--- config.mk ---
export PLATFORM = sky130hd
export DESIGN_NAME = pwm_capture_flat
export DESIGN_NICKNAME = d
export VERILOG_FILES = /design/src/rtl/pwm_pkg.sv /design/src/rtl/pwm_capture_if.sv /design/src/rtl/pwm_capture_sync_rise.sv /design/src/rtl/pwm_capture.sv /design/src/flat_wrapper.sv
export SDC_FILE = /design/constraint.sdc
export NUM_CORES = 1
export LEC_CHECK = 0
export CORE_MARGIN = 3
export CORE_UTILIZATION = 60
export DETAILED_ROUTE_END_ITERATION = 8
export GPL_ROUTABILITY_DRIVEN = 0
export PLACE_DENSITY = 0.82
export SKIP_CTS_REPAIR_TIMING = 1
export SLEW_MARGIN = 0
export SYNTH_ARGS = -nofsm -noshare
export SYNTH_HDL_FRONTEND = slang
export SYNTH_SLANG_ARGS = --single-unit
--- constraint.sdc ---
create_clock -name clk -period 3.5 [get_ports clk]
set_clock_uncertainty 0.2 [all_clocks]
set_input_delay 1.05 -clock clk [delete_from_list [all_inputs] [get_ports clk]]
set_output_delay 1.05 -clock clk [all_outputs]
set_load 0.02 [all_outputs]
--- src/rtl/pwm_pkg.sv ---
// Shared constants and state encoding for the PWM generator/capture pair.
package pwm_pkg;

    localparam int PWM_WIDTH   = 8;
    localparam int PWM_PERIOD  = 256;
    localparam int PWM_TIMEOUT = 512;

    typedef enum logic {
        SYNC = 1'b0,
        MEAS = 1'b1
    } state_t;

endpackage

--- src/rtl/pwm_capture_if.sv ---
// Result bus of the PWM capture: recovered duty plus status flags, strobed by valid.
interface pwm_capture_if #(
    parameter int WIDTH = pwm_pkg::PWM_WIDTH
);

    logic [WIDTH-1:0] value;
    logic             valid;
    logic             stuck;
    logic             period_err;

    modport master (output value, valid, stuck, period_err);
    modport slave  (input  value, valid, stuck, period_err);

endinterface

--- src/rtl/pwm_capture_sync_rise.sv ---
// Two-flop synchronizer for the asynchronous PWM line plus a rising-edge detector.
module sync_rise (
    input  logic clk,
    input  logic rst_n,
    input  logic din,
    output logic s2,
    output logic rise
);

    // sh_reg[0]=s1, sh_reg[1]=s2, sh_reg[2]=s3 (delayed copy of s2)
    logic [2:0] sh_reg;

    always_ff @(posedge clk) begin
        if (!rst_n) begin
            sh_reg <= '0;
        end else begin
            sh_reg <= {sh_reg[1:0], din};
        end
    end

    assign s2   = sh_reg[1];
    assign rise = sh_reg[1] & ~sh_reg[2];

endmodule

--- src/rtl/pwm_capture.sv ---
// Recovers the duty value of an incoming PWM waveform, one result per rising-edge-to-rising-edge
// period, and reports a stuck line after TIMEOUT cycles without a rising edge.
module pwm_capture
    import pwm_pkg::*;
#(
    parameter int WIDTH   = PWM_WIDTH,
    parameter int PERIOD  = PWM_PERIOD,
    parameter int TIMEOUT = PWM_TIMEOUT
) (
    input  logic          clk,
    input  logic          rst_n,
    input  logic          pwm_in,
    pwm_capture_if.master cap
);

    localparam int PW = $clog2(TIMEOUT) + 1;
    localparam int HW = WIDTH + 1;
    localparam logic [WIDTH-1:0] MAX_VAL = {WIDTH{1'b1}};

    logic s2;
    logic rise;

    sync_rise u_sync_rise (
        .clk  (clk),
        .rst_n(rst_n),
        .din  (pwm_in),
        .s2   (s2),
        .rise (rise)
    );

    state_t           state_reg, state_next;
    logic [PW-1:0]    per_cnt_reg, per_cnt_next;
    logic [HW-1:0]    high_cnt_reg, high_cnt_next;
    logic [WIDTH-1:0] value_reg, value_next;
    logic             valid_reg, valid_next;
    logic             stuck_reg, stuck_next;
    logic             period_err_reg, period_err_next;

    logic [PW-1:0] per_inc;
    logic [HW-1:0] high_inc;
    logic          timeout_hit;

    // Counters saturate at all-ones instead of wrapping.
    assign per_inc     = (per_cnt_reg == '1) ? per_cnt_reg : per_cnt_reg + PW'(1);
    assign high_inc    = (high_cnt_reg == '1) ? high_cnt_reg : high_cnt_reg + HW'(s2);
    assign timeout_hit = (per_inc >= PW'(TIMEOUT));

    always_ff @(posedge clk) begin
        if (!rst_n) begin
            state_reg      <= SYNC;
            per_cnt_reg    <= '0;
            high_cnt_reg   <= '0;
            value_reg      <= '0;
            valid_reg      <= 1'b0;
            stuck_reg      <= 1'b0;
            period_err_reg <= 1'b0;
        end else begin
            state_reg      <= state_next;
            per_cnt_reg    <= per_cnt_next;
            high_cnt_reg   <= high_cnt_next;
            value_reg      <= value_next;
            valid_reg      <= valid_next;
            stuck_reg      <= stuck_next;
            period_err_reg <= period_err_next;
        end
    end

    always_comb begin
        state_next      = state_reg;
        per_cnt_next    = per_cnt_reg;
        high_cnt_next   = high_cnt_reg;
        value_next      = value_reg;
        valid_next      = 1'b0;
        stuck_next      = stuck_reg;
        period_err_next = period_err_reg;

        // A rising edge takes priority over a coincident timeout.
        if (rise) begin
            if (state_reg == MEAS) begin
                value_next      = (high_cnt_reg > {1'b0, MAX_VAL}) ? MAX_VAL : high_cnt_reg[WIDTH-1:0];
                period_err_next = (per_cnt_reg != PW'(PERIOD));
                stuck_next      = 1'b0;
                valid_next      = 1'b1;
            end
            state_next    = MEAS;
            per_cnt_next  = PW'(1);
            high_cnt_next = HW'(1);
        end else if (timeout_hit) begin
            value_next      = s2 ? MAX_VAL : '0;
            stuck_next      = 1'b1;
            period_err_next = 1'b0;
            valid_next      = 1'b1;
            state_next      = SYNC;
            per_cnt_next    = '0;
            high_cnt_next   = '0;
        end else begin
            per_cnt_next = per_inc;
            if (state_reg == MEAS) begin
                high_cnt_next = high_inc;
            end
        end
    end

    assign cap.value      = value_reg;
    assign cap.valid      = valid_reg;
    assign cap.stuck      = stuck_reg;
    assign cap.period_err = period_err_reg;

endmodule

--- src/flat_wrapper.sv ---
// flat-port wrapper written by rule: the top's interface ports become plain ports
module pwm_capture_flat import pwm_pkg::*;
#(
    parameter int WIDTH   = PWM_WIDTH,
    parameter int PERIOD  = PWM_PERIOD,
    parameter int TIMEOUT = PWM_TIMEOUT
)
  (clk, rst_n, pwm_in, cap_value, cap_valid, cap_stuck, cap_period_err);
  pwm_capture_if #(.WIDTH(WIDTH)) cap_i ();
  input  logic clk;
  input  logic rst_n;
  input  logic pwm_in;
  output wire logic [$bits(cap_i.value)-1:0] cap_value;
  output wire logic [$bits(cap_i.valid)-1:0] cap_valid;
  output wire logic [$bits(cap_i.stuck)-1:0] cap_stuck;
  output wire logic [$bits(cap_i.period_err)-1:0] cap_period_err;
  assign cap_value = cap_i.value;
  assign cap_valid = cap_i.valid;
  assign cap_stuck = cap_i.stuck;
  assign cap_period_err = cap_i.period_err;
  pwm_capture #(.WIDTH(WIDTH), .PERIOD(PERIOD), .TIMEOUT(TIMEOUT)) u_core (.clk(clk), .rst_n(rst_n), .pwm_in(pwm_in), .cap(cap_i));
endmodule
==> impl_metrics.py <==
metrics = {
    "outcome": {
        "status": "finished, final reports clean",
    },
    "worst_setup_path": {
        "crit_path_cell_trace": "clkdlybuf4s50_1",
        "slowest_stage": "clkdlybuf4s50_1",
        "critical_path_class": "flop to output pin",
        "crit_path_start": "u_core.cap.stuck",
        "cp_max_fo": 2,
        "crit_family": "buffers and inverters",
        "start_kind": "flop",
        "path_buf_inv": 1,
        "crit_arrival_ps": 1280,
        "end_kind": "output pin",
        "max_stage_delay_ps": 610,
        "cp.required_ps": 2250,
    },
    "synthesis": {
        "syn_area_um2": 1567,
        "synth_warnings": 0,
        "avgSynthCellArea_um2": 9.437,
        "yosysSeqAreaShare_pct": 43.45,
        "syn-num-nets": 173,
        "ys_ff_latch": 34,
        "synth_cell_types": 40,
        "syn_inst": 166,
    },
    "cells_and_area": {
        "fin_nets": 185,
        "num-fill-cells": 184,
        "area.growth.synth_to_final_pct": 10.78,
        "drive_above_1_share_pct": 6.742,
        "antenna_cells": 0,
    },
    "grt": {
        "grt_max_degree": 17,
        "antenna_found_initial": 0,
        "overflow": 0,
        "grt_pass1_vias": 1153,
        "grt_usage_pct": 20.27,
        "grt_pass1_wl_mm": 5.181,
    },
    "detailed_routing": {
        "dr.pass1.iters": 4,
        "drt-vias-per-instance": 6.015,
        "totalWireLength_mm": 2.893,
        "ant_nets": 0,
        "drt-initial-drc-count": 37,
        "vias": 1239,
        "wire_per_inst_um": 14.04,
        "drcViolationCount": 0,
    },
    "sta": {
        "setup_viol_count_final": 0,
        "slew_headroom_pct": 59.24,
        "hold_violations": 0,
        "finalWorstSetupSlack_ps": 966.7,
        "rsz0062_at_grt": "no",
        "fmax_mhz": 394.7,
        "min_period_ps": 2533,
        "worst-slew-pin-transition_ps": 611.4,
        "drv_slew": 0,
        "tns_ps": 0,
        "period_share_pct": 72.38,
        "holdWs_ps": 261.0,
    },
    "die": {
        "ios": 14,
        "start_util_pct": 66.95,
        "chipWidth_um": 57.10,
        "fp.coreArea_um2": 2340,
        "die_y_um": 57.10,
        "dieArea_um2": 3260,
        "fp-row-count": 17,
    },
    "power": {
        "power.density_nw_per_um2": 366.5,
        "vdd_ir_drop_max_mv": 0.2891,
        "power_leakage_nw": 0.6209,
    },
    "hold_path": {
        "hp-class": "flop to flop",
        "min-delay-start": "u_core.u_sync_rise.sh_reg[0]",
    },
    "clocking": {
        "h-tree-depth": 2,
        "clkSinkCount": 34,
        "clock_path_buffers": 2,
        "insertion_delay_ps": 330,
        "cts_tree": "yes",
        "root_buffer": "clkbuf_4",
        "clkTransAtPathRegs_ps": 90,
        "numCtsBuffers": 5,
    },
    "placement": {
        "pre_cts_slack_ps": 726.0,
        "io_buffer_count": 13,
        "post-dp-hpwl_mm": 2.128,
    },
    "run": {
        "timing.max_cap.violations": 0,
    },
}
==> where the power goes <==
part / total [mW] / internal, mW / switching [mW]
Clock: 0.196 / 0.0757 / 0.120
Combinational: 0.0409 / 0.0185 / 0.0225
Sequential: 0.399 / 0.393 / 0.00623
Total: 0.636 / 0.487 / 0.149
==> routing by layer <==
metal / vias to the layer above / track usage (%) / routed length, um
li1: 627 / - / -
met4: 0 / 7.947 / 53
met2: 30 / 28.55 / 1216
met3: 7 / 6.109 / 155
met1: 575 / 28.97 / 1468
met5: - / 0 / 0
==> synthesized netlist by cell type (all sizes together) <==
master	instances	share of area, %
o211ai	2	1.8
nand2	15	3.6
xnor2	3	1.7
nor2	10	2.4
and2	6	2.4
and4	5	3.3
mux2i	12	7.7
o2111a	1	0.72
clkbuf	3	0.72
a21oi	8	2.6
nor3	2	0.64
dfxtp	34	43
and3	4	1.6
conb	1	0.24
xor2	2	1.1
nor2b	2	0.80
or2	1	0.40
nand4	6	2.4
nor4	1	0.40
o21ai	10	3.2
a21boi	1	0.48
nand3	4	1.3
a211oi	4	1.9
a31o	1	0.56
ha	4	3.2
or4	1	0.48
a311oi	1	0.56
nand2b	3	1.2
or3	2	0.80
a31oi	4	2.6
nor3b	2	0.96
buf	5	1.9
inv	3	0.72
o31ai	3	2.3
==> through the flow <==
stage | utilization (%) | instances | instance area, um^2 | power, mW
2_1_floorplan | - | 166 | 1567 | 0.4379
3_3_place_gp | 72.25 | 199 | 1690 | 0.4481
3_5_place_dp | 72.25 | 199 | 1690 | 0.4496
6_report | 74.17 | 206 | 1735 | 0.6360
5_1_grt | 74.17 | 206 | 1735 | 0.6627
4_1_cts | 74.17 | 206 | 1735 | 0.6408
==> worst paths after layout <==
path / end / slack [ps] / depth (start not counted)
worst max-delay path: cap_stuck / 970 / 1
worst min-delay path: u_core.u_sync_rise.sh_reg[1] / 260 / 1
worst max register to register: u_core.cap.value[6] / 1500 / 4
worst min register to register: u_core.u_sync_rise.sh_reg[1] / 260 / 1
==> cell type report <==
class                   count  area [um^2]  share of cell area (%)
clock buffers               7        45.04                   2.596
flip-flops and latches     34        680.7                   39.22
repair buffers             13        130.1                   7.498
multi-input cells         121        833.3                   48.02
inverters                   3        11.26                  0.6489
well taps                  28        35.03                   2.019
==> cell families after synthesis <==
kind of cell,Yosys count,synth area share [%]
xor gates and xnor gates,5,2.796
AOI/OAI and AO/OA,35,16.69
buffers and inverters,11,3.354
and+or+nand+nor,64,22.60
DFF,34,43.45
other,1,0.2394
adders and majority gates,4,3.195
muxes,12,7.668
==> layout by cell type (no fill, tap or decap) <==
cell and n:
dfxtp_1 34, nand2_1 15, clkdlybuf4s50_1 13, mux2i_1 12, o21ai_0 10, nor2_1 10
a21oi_1 8, and2_1 6, nand4_1 6, clkbuf_4 5, and3_1 4, nand3_1 4
a211oi_1 4, ha_1 4, inv_1 3, and4_4 3, nand2b_1 3, a31oi_1 3
xnor2_1 3, nor2b_1 2, or3_1 2, and4_1 2, o31ai_1 2, xor2_1 2
nor3b_1 2, nor3_1 2, clkbuf_1 2, or2_2 1, a31oi_4 1, o31ai_4 1
o211ai_1 1, o211ai_4 1, or4_1 1, a311oi_1 1, a31o_1 1, nor4_1 1
o2111a_1 1, a21boi_1 1, conb_1 1
Note: power is estimated with default switching activity, not from simulation.
